[src/rtl/bram_adapter_pkg.sv]
// Shared types and helpers for the block-RAM bus adapter.
package bram_adapter_pkg;

    typedef enum logic [1:0] {
        IDLE    = 2'd0,
        RD_WAIT = 2'd1,
        MERGE   = 2'd2,
        RESP    = 2'd3
    } state_t;

    // Widest word the merge helper handles, in bytes; callers zero-extend
    // their narrower vectors into this width and keep the low WIDTH bits.
    localparam int MAX_NB = 128;
    localparam int MAX_W  = MAX_NB * 8;

    // Byte-lane merge: lanes with a set strobe take the new data, others keep the old word.
    function automatic logic [MAX_W-1:0] byte_merge(
        input logic [MAX_W-1:0]  old_word,
        input logic [MAX_W-1:0]  new_word,
        input logic [MAX_NB-1:0] strb
    );
        logic [MAX_W-1:0] result;
        for (int i = 0; i < MAX_NB; i++) begin
            result[8*i +: 8] = strb[i] ? new_word[8*i +: 8] : old_word[8*i +: 8];
        end
        return result;
    endfunction

endpackage

[src/rtl/bram_bus_adapter.sv]
// Valid/ready request/response front end for a synchronous block RAM with a
// one-cycle registered read. Full-word writes go straight to the RAM; partial
// writes are done as read-modify-write. One transaction in flight at a time.
// Optional build macro: BRAM_ADAPTER_RANGE_CHECK_EN flags addresses >= SIZE
// as errors (no RAM write, zero read data); without it the word index wraps.
module bram_bus_adapter
    import bram_adapter_pkg::*;
#(
    parameter  int SIZE       = 1024,
    parameter  int WIDTH      = 32,
    parameter  int ADDR_WIDTH = 32,
    localparam int NB         = WIDTH / 8,
    localparam int OFS        = $clog2(NB),
    localparam int AW         = $clog2(SIZE / NB)
) (
    input  logic                  clk,
    input  logic                  reset,
    input  logic                  req_valid,
    output logic                  req_ready,
    input  logic                  req_write,
    input  logic [ADDR_WIDTH-1:0] req_addr,
    input  logic [WIDTH-1:0]      req_wdata,
    input  logic [NB-1:0]         req_wstrb,
    output logic                  resp_valid,
    input  logic                  resp_ready,
    output logic [WIDTH-1:0]      resp_rdata,
    output logic                  resp_error,
    output logic                  ram_write_en,
    output logic [AW-1:0]         ram_write_address,
    output logic [WIDTH-1:0]      ram_write_data,
    output logic [AW-1:0]         ram_read_address,
    input  logic [WIDTH-1:0]      ram_read_data
);

    state_t            state;
    state_t            next_state;
    logic [AW-1:0]     idx;
    logic              accept;
    logic              out_of_range;
    logic [AW-1:0]     idx_q;
    logic [WIDTH-1:0]  wdata_q;
    logic [NB-1:0]     wstrb_q;
    logic              err_q;
    logic [WIDTH-1:0]  resp_rdata_q;
    logic              resp_error_q;
    logic [MAX_W-1:0]  old_ext;
    logic [MAX_W-1:0]  new_ext;
    logic [MAX_NB-1:0] strb_ext;
    logic [MAX_W-1:0]  merge_ext;
    logic [WIDTH-1:0]  merged;
    logic              unused_ok;

    assign idx        = req_addr[OFS +: AW];
    assign req_ready  = (state == IDLE);
    assign accept     = req_valid && req_ready;
    assign resp_valid = (state == RESP);
    assign resp_rdata = resp_rdata_q;
    assign resp_error = resp_error_q;

`ifdef BRAM_ADAPTER_RANGE_CHECK_EN
    assign out_of_range = (req_addr >= ADDR_WIDTH'(SIZE));
`else
    assign out_of_range = 1'b0;
`endif

    // Upper request-address bits and the unused top of the merge result are not needed.
    assign unused_ok = ^{req_addr, merge_ext};

    // Widen the latched write and the RAM read word into the merge helper's width.
    always_comb begin
        old_ext  = '0;
        new_ext  = '0;
        strb_ext = '0;
        old_ext[WIDTH-1:0] = ram_read_data;
        new_ext[WIDTH-1:0] = wdata_q;
        strb_ext[NB-1:0]   = wstrb_q;
        merge_ext = byte_merge(old_ext, new_ext, strb_ext);
        merged    = merge_ext[WIDTH-1:0];
    end

    // State register; an asserted reset drops any transaction in flight.
    always_ff @(posedge clk or posedge reset) begin
        if (reset) begin
            state <= IDLE;
        end else begin
            state <= next_state;
        end
    end

    // Next state and RAM port drive, decoded from the current state.
    always_comb begin
        next_state        = state;
        ram_write_en      = 1'b0;
        ram_write_address = idx;
        ram_write_data    = req_wdata;
        ram_read_address  = idx;
        case (state)
            IDLE: begin
                if (accept) begin
                    if (!req_write) begin
                        next_state = RD_WAIT;
                    end else if (req_wstrb == '0) begin
                        next_state = RESP;
                    end else if (&req_wstrb) begin
                        ram_write_en = !out_of_range;
                        next_state   = RESP;
                    end else begin
                        next_state = MERGE;
                    end
                end
            end
            RD_WAIT: begin
                next_state = RESP;
            end
            MERGE: begin
                ram_write_en      = !err_q;
                ram_write_address = idx_q;
                ram_write_data    = merged;
                next_state        = RESP;
            end
            RESP: begin
                if (resp_ready) begin
                    next_state = IDLE;
                end
            end
            default: begin
                next_state = IDLE;
            end
        endcase
    end

    // Latch the accepted request and build the response, which then holds through RESP.
    always_ff @(posedge clk or posedge reset) begin
        if (reset) begin
            idx_q        <= '0;
            wdata_q      <= '0;
            wstrb_q      <= '0;
            err_q        <= 1'b0;
            resp_rdata_q <= '0;
            resp_error_q <= 1'b0;
        end else begin
            case (state)
                IDLE: begin
                    if (accept) begin
                        idx_q        <= idx;
                        wdata_q      <= req_wdata;
                        wstrb_q      <= req_wstrb;
                        err_q        <= out_of_range;
                        resp_error_q <= out_of_range;
                        resp_rdata_q <= '0;
                    end
                end
                RD_WAIT: begin
                    resp_rdata_q <= err_q ? '0 : ram_read_data;
                end
                default: begin
                end
            endcase
        end
    end

endmodule

[config.mk]
export PLATFORM = sky130hd
export DESIGN_NAME = bram_bus_adapter
export DESIGN_NICKNAME = d
export VERILOG_FILES = /design/src/rtl/bram_adapter_pkg.sv /design/src/rtl/bram_bus_adapter.sv
export SDC_FILE = /design/constraint.sdc
export NUM_CORES = 1
export LEC_CHECK = 0
export CORE_ASPECT_RATIO = 0.5
export CORE_MARGIN = 8
export CORE_UTILIZATION = 44
export DETAILED_ROUTE_END_ITERATION = 8
export PLACE_DENSITY = 0.85
export SYNTH_ARGS = -nofsm -noshare
export SYNTH_HDL_FRONTEND = slang
export SYNTH_SLANG_ARGS = --single-unit
[constraint.sdc]
create_clock -name clk -period 6.75 [get_ports clk]
set_clock_uncertainty 0.2 [all_clocks]
set_input_delay 1.6875 -clock clk [delete_from_list [all_inputs] [get_ports clk]]
set_output_delay 1.6875 -clock clk [all_outputs]
set_load 0.02 [all_outputs]
# Yosys cells after proc, flatten, opt, wreduce, memory -nomap -nowiden
# Cells that the tools add are included.
[totals] regBits=78
[op_classes] n_eq_ne=5 muxes=19 reduce_logical=9
[ops] operator="32-bit two-way mux" count=2
[ops] operator="32-bit case mux with 2 select lines" count=1
[ops] operator="8-bit two-way mux" count=5
[ops] operator="1-bit two-way mux" count=6
[ops] operator="2-bit two-way mux" count=3
[ops] operator="2-bit case mux with 3 select lines" count=1
[ops] operator="2-bit AND reduction" count=3
[ops] operator="2-bit equality test, second input constant" count=2
[ops] operator="4-bit zero test" count=1
[ops] operator="2-bit by 1-bit inequality test with 1-bit output, second input constant" count=2
[ops] operator="4-bit AND reduction" count=1
[ops] operator="2-bit by 1-bit equality test with 1-bit output, second input constant" count=1
[ops] operator="2-bit zero test" count=1
[ops] operator="1-bit case mux with 2 select lines" count=1
[ops] operator="2-bit nonzero test" count=1
[ops] operator="2-bit OR reduction" count=1
[ops] operator="1-bit logical AND" count=1

# Logic depth before layout (Yosys ltp)
# Gate-level depths: netlist of run 1.
[logic_depth] depth_word=6 mapped_depth=6 depth_no_buf=5

# Worst setup path after synthesis of run 1
# Ideal clock, no wire load.
[synth_timing] path_kind="input to output" start="input port req_wstrb[3]" end="output port ram_write_en" t_arrival_ns=2.186 required_time_ns=4.862 setup_slack_ns=2.677 stages=2 n_path_buf=0 path_cell_list="and4_1 a41o_2"
[synth_between] elab_chain_len=6 elab_cells_between_ends=7
[synth_rtl] item="start, declared" line="bram_bus_adapter.sv:23" text="input logic [NB-1:0] req_wstrb,"
[synth_rtl] item="4-bit AND reduction" line="bram_bus_adapter.sv:104" text="end else if (&req_wstrb) begin"
[synth_rtl] item="1-bit two-way mux" line="bram_bus_adapter.sv:104"
[synth_rtl] item="1-bit two-way mux *" line="bram_bus_adapter.sv:102" text="end else if (req_wstrb == '0) begin"
[synth_rtl] item="1-bit two-way mux *" line="bram_bus_adapter.sv:100" text="if (!req_write) begin"
[synth_rtl] item="1-bit two-way mux *" line="bram_bus_adapter.sv:99" text="if (accept) begin"
[synth_rtl] item="1-bit case mux with 2 select lines *" line="bram_bus_adapter.sv:97" text="case (state)"
[synth_rtl] item="end, declared" line="bram_bus_adapter.sv:28" text="output logic ram_write_en,"
# Every way passes the cells marked *; elsewhere a longest branch is shown, timed or not.

# Worst setup path after layout of run 1
# Same ends and word-level chain as after synthesis.

==> results of run 1 <==
[power groups by stage]
stage / clock network, mW / logic [mW] / registers, mW
finish: 0.446 / 1.53 / 0.864
global route: 0.474 / 1.63 / 0.892
detailed placement: 0 / 1.54 / 0.866
floorplan: 0 / 0.919 / 0.893
CTS: 0.456 / 1.54 / 0.863
global placement: 0 / 1.51 / 0.857
[per-stage QoR]
step / cell area [µm²] / utilization [%] / hold slack (ps) / power (mW) / cells
floorplan: 3860 / - / 274 / 1.81 / 312
global placement: 5440 / 63.2 / 282 / 2.37 / 562
detailed placement: 5440 / 63.2 / 288 / 2.40 / 562
CTS: 5720 / 66.4 / 301 / 2.86 / 576
global route: 5720 / 66.4 / 315 / 3.00 / 576
finish: 5720 / 66.4 / 298 / 2.84 / 576
[sequential cells by signal (all words and copies together), names as in the netlist]
register	cells
idx_q	8
resp_rdata	32
state	2
wdata_q	32
wstrb_q	4
[Yosys cell counts]
master / number / area, µm²
a21boi_2: 1 / 11.3
a21oi_1: 32 / 160
a22o_2: 26 / 260
buf_2: 11 / 55.1
a22o_1: 6 / 52.6
o32ai_1: 1 / 8.76
clkbuf_2: 1 / 5.00
buf_6: 8 / 90.1
mux2_2: 52 / 586
mux2i_2: 1 / 13.8
conb_1: 1 / 3.75
buf_4: 9 / 67.6
ha_1: 4 / 50.1
a22oi_1: 1 / 7.51
buf_1: 3 / 11.3
nor4_1: 1 / 6.26
mux2i_1: 35 / 350
inv_1: 5 / 18.8
and4_1: 1 / 8.76
nand2_1: 1 / 3.75
nor2_1: 32 / 120
a41o_2: 1 / 11.3
dfrtp_1: 78 / 1950
nand2_2: 1 / 6.26
[worst min-delay path by stage]
stage | slack, ps | start | cells past startpoint | endpoint
after floorplan | 270 | idx_q[0] | 1 | idx_q[0]
after global placement | 280 | idx_q[2] | 1 | idx_q[2]
after detailed placement | 290 | idx_q[2] | 1 | idx_q[2]
after CTS | 300 | idx_q[2] | 1 | idx_q[2]
after global routing | 320 | resp_rdata[7] | 1 | resp_rdata[7]
final | 300 | idx_q[2] | 1 | idx_q[2]
[kinds of logic (layout without fill, tap and decap cells)]
group,Yosys count,after routing,synth area share [%]
adders and majority gates,4,4,1.30
muxes,88,88,24.6
and+or+nand+nor,36,36,3.76
DFF,78,78,50.6
AOI/OAI and AO/OA,68,68,13.3
buffers and inverters,37,184,6.42
other,1,1,0.0972
[area by class of cell]
class,count,area [µm²],share of cell area (%)
inverters,5,20.0,0.350
clock inverters,1,5.00,0.0875
flip-flops and latches,78,1950,34.1
well taps,117,146,2.56
repair buffers,165,1650,28.8
clock buffers,13,270,4.73
multi-input cells,197,1680,29.4
[per-layer routing]
layer | part of all wire (%) | vias to the layer above | global-route usage (%)
met3 | 4.0 | 13 | 4.08
met1 | 41 | 1504 | 19.9
met5 | 0 | - | 0
met4 | 1.6 | 0 | 5.65
li1 | - | 1412 | -
met2 | 53 | 63 | 33.9
==> metrics, run 1 <==
run status completed; total internal power 1.76 mW; postcts setup bufs 0; WP buf/inv 2; P&R area growth vs syn 48.2%; Worst Path Max Fanout 3; Hold Path Class flip-flop to flip-flop; Final Hold Violating Endpoints 0; Syn Inst Count 312; WP data arrival 3250 ps; post-DP HPWL 7.71 mm; Setup TNS Final 0 ps; core area 8620 µm²; Setup crit start kind primary input; reg-to-reg slack, setup 4110 ps; CP most frequent cell clkdlybuf4s50_1; relative slew slack 21.2%; final critical-path required period 5140 ps; num rows 24; global route overflow 0; DIE WIDTH 148 µm; slowest stage cell, crit path clkdlybuf4s50_1; Chip Height 82.2 µm; vias in the first global route 3224; initial antenna violation count 0; Pwr Density 496 nW/µm²; Ports 189; most common cell after layout, fill and taps aside clkdlybuf4s50_1; sequential power share 30.4%; Mapped Area 3860 µm²; Via density 5.19; Max Cap Viol 0; P_leak 2.48 nW; actual slew at the worst max-slew pin 1160 ps; wire per inst 19.0 µm; layout cells sized above 1 21.6%; TritonRoute pass-1 iters 4; P_sw 1.07 mW; Crit Path Class primary input to primary output; Sw Share 37.8%; Final Setup Violations 0; Final Max Slew Viols 0; gr usage total 17.8%; crit path to ram_write_en; GPL Wtd Cong 0.767; die area 12200 µm²; Synthesized Nets 421; slowest stage delay, CP 610 ps; Clock transition at path regs 50 ps; power share of the combinational group 53.9%; initial cell density of the core 44.8%; reg2reg start state[0]; Inserted Diodes 0; fillers 682; Mapped Avg Cell Area 12.4 µm²; H-tree depth 3; CTS root buf clkbuf_16; synth warn 0; worst slack, placed 1610 ps; pin count of the biggest net entering global routing 79; CTS sink cnt 78; post-CTS resize count 0; delay-heaviest family, CP buffers and inverters; First DRT Iteration DRCs 126; CTS tree yes; worst-path cell chain clkdlybuf4s50_1 > and4_1 > a41o_2 > clkdlybuf4s50_1; #FFs+latches synth 78; Netlist cell types 24; part of the Yosys area used for sequential elements 50.6%; Final period util 76.1%; most frequent cells in the layout clkdlybuf4s50_1, dfrtp_1, mux2_2; Crit path depth 4; drt drc 0; Worst VDD drop 202 µV; Critical Path End Type primary output; FMAX 0.195 GHz; Reg-to-Reg End wdata_q[2]; worst r2r path cells 4; Critical Path Source req_wstrb[3]; first-pass GRT wire length 17.1 mm; IO Port Bufs 163; DRT antenna net count 0; power share of the clock group 15.7%; clk_lat worst skew 320 ps; hold_buf cts 0; worst setup margin 1610 ps; vias 2992; final wirelength 10.9 mm; CP Data Required Time 4860 ps; cts bufs inserted 9; number of nets in the layout 565; Clock Path Buffers 2; RSZ-0062 raised after global routing false
(Power assumes the default switching activity.)
==> run 2: changes to the inputs <==
- CORE_UTILIZATION: 44 -> 41
- PLACE_DENSITY: 0.85 -> 0.8
- clock period: 6.75 -> 4.8 ns (I/O delays scaled with it)
==> run 2 against run 1 <==
  * Flip-flop and latch count did not move
  * Cell count rose by 1.4%
  * Die area increased by 6.2%
  * Combinational power is 41% higher
  * Via count shrank 0.57%
  * Worst setup slack worse by 980 ps
  * Total power increased by 46%
  * Global-route usage shrank 1.3 points
  * Worst hold slack improved by 3.5 ps
  * Sequential power grew 40%
==> metrics, run 2 (same netlist as run 1, synthesis figures left out) <==
run status completed (unchanged); power share of the combinational group 52.2% (was 53.9%); Max Cap Viol 0 (unchanged); vias 2975 (was 2992); reg2reg start state[0] (unchanged); Final Setup Violations 0 (unchanged); initial cell density of the core 41.5% (was 44.8%); sequential power share 29.2% (was 30.4%); hold depth 1 (unchanged); first-pass GRT wire length 17.0 mm (was 17.1 mm); actual slew at the worst max-slew pin 1140 ps (was 1160 ps); gr usage total 16.5% (was 17.8%); Setup crit start kind primary input (unchanged); relative slew slack 22.4% (was 21.2%); WP buf/inv 2 (unchanged); num rows 25 (was 24); Via density 5.09 (was 5.19); DIE WIDTH 153 µm (was 148 µm); slowest stage cell, crit path clkdlybuf4s50_1 (unchanged); final critical-path required period 4170 ps; vias in the first global route 3114 (was 3224); power share of the clock group 18.6% (was 15.7%); worst r2r path cells 4 (unchanged); total internal power 2.62 mW (was 1.76 mW); final wirelength 10.9 mm (about the same); most common cell after layout, fill and taps aside clkdlybuf4s50_1 (unchanged); CTS tree yes (unchanged); wire per inst 18.6 µm (was 19.0 µm); Hold Crit Endpoint idx_q[1] (was idx_q[2]); Chip Height 84.6 µm (was 82.2 µm); placed insts 568 (was 562); most frequent cells in the layout clkdlybuf4s50_1, dfrtp_1, mux2_2 (unchanged); die area 13000 µm² (was 12200 µm²); slowest stage delay, CP 610 ps (about the same); CP most frequent cell clkdlybuf4s50_1 (unchanged); DRT antenna net count 0 (unchanged); GPL Wtd Cong 0.736 (was 0.767); Setup TNS Final 0 ps (unchanged); CTS sink cnt 78 (unchanged); delay-heaviest family, CP buffers and inverters (unchanged); Placement Cell Area 5480 µm² (was 5440 µm²); clk_lat worst skew 330 ps (was 320 ps); Final period util 86.9%; initial antenna violation count 0 (unchanged); Final Max Slew Viols 0 (unchanged); Fin Hold WS 301 ps (was 298 ps); Clock Path Buffers 2 (unchanged); CTS root buf clkbuf_16 (unchanged); Worst VDD drop 347 µV (was 202 µV); Worst Path Max Fanout 3 (unchanged); layout cells sized above 1 22.5% (was 21.6%); post-DP HPWL 7.83 mm (was 7.71 mm); WP data arrival 2770 ps (was 3250 ps); First DRT Iteration DRCs 110 (was 126); Hold Path Class flip-flop to flip-flop (unchanged); pin count of the biggest net entering global routing 46 (was 79); number of nets in the layout 567 (was 565); P&R area growth vs syn 50.6% (was 48.2%); RSZ-0062 raised after global routing false (unchanged); Clock transition at path regs 60 ps (was 50 ps); Sw Share 36.9% (was 37.8%); Ports 189 (unchanged); Final Hold Violating Endpoints 0 (unchanged); worst-path cell chain clkdlybuf4s50_1 > and4_1 > a41o_2 > clkdlybuf4s50_1 (unchanged); core area 9290 µm² (was 8620 µm²); cts bufs inserted 9 (unchanged); P_sw 1.53 mW (was 1.07 mW); Non-Filler Instances 584 (was 576); drt drc 0 (unchanged); post-CTS resize count 0 (unchanged); global route overflow 0 (unchanged); P_leak 2.52 nW (was 2.48 nW); hold_buf cts 0 (unchanged); Reg-to-Reg End wdata_q[20] (was wdata_q[2]); postcts setup bufs 0 (unchanged); Crit Path Class primary input to primary output (unchanged); FMAX 0.240 GHz; IO Port Bufs 163 (unchanged); final design area excluding fillers 5810 µm² (was 5720 µm²); H-tree depth 3 (unchanged); hold_sp idx_q[1] (was idx_q[2]); TritonRoute pass-1 iters 4 (unchanged); Critical Path End Type primary output (unchanged); Inserted Diodes 0 (unchanged); final design utilization 62.6% (was 66.4%); reg-to-reg slack, setup 2130 ps (was 4110 ps); Pwr Density 713 nW/µm² (was 496 nW/µm²); CP Data Required Time 3400 ps (was 4860 ps)
[run 2: changes by cell type in the layout (fill, tap and decap cells not counted)]
cell | before | now
buf_4 | 2 | 3
bufinv_16 | 0 | 3
buf_12 | 0 | 1
clkbuf_1 | 1 | 0
clkbuf_8 | 3 | 0
clkinvlp_4 | 0 | 1
clkinv_2 | 2 | 4
[run 2: power groups by stage]
stage	registers (mW)	logic [mW]	clock network [mW]
final	1.21	2.16	0.773
after global routing	1.25	2.30	0.816
after CTS	1.21	2.20	0.789
after detailed placement	1.22	2.19	0
after global placement	1.21	2.15	0
after floorplan	1.26	1.29	0
[run 2: metrics by stage]
step                      total power, mW  worst slack (ps)
after global routing                 4.36               588
after global placement               3.36               650
after detailed placement             3.40               632
after floorplan                      2.55              1400
final                                4.15               629
after CTS                            4.19               629
[run 2: worst max path at each step]
| stage | from | endpoint | depth (start not counted) |
|---|---|---|---|
| after CTS | req_wstrb[3] | ram_write_en | 4 |
| after global routing | req_wstrb[3] | ram_write_en | 4 |
| after detailed placement | req_wstrb[3] | ram_write_en | 4 |
| after floorplan | reset | idx_q[0] | 1 |
| final | req_wstrb[3] | ram_write_en | 4 |
| after global placement | req_wstrb[3] | ram_write_en | 4 |
[run 2: per-layer routing]
layer	wire length, µm	track usage (%)	share of wire (%)
met3	474	4.97	4.4
met4	65	3.21	0.60
met5	0	0	0
met2	5880	30.3	54
met1	4470	18.7	41
[run 2: layout make-up]
cell class | count | area (µm²)
inverter | 5 | 20.0
multi-input combinational | 197 | 1680
sequential | 78 | 1950
fill | 743 | 3480
tap | 121 | 151
clock buffer | 9 | 225
clock inverter | 7 | 113
timing repair buffer | 167 | 1670
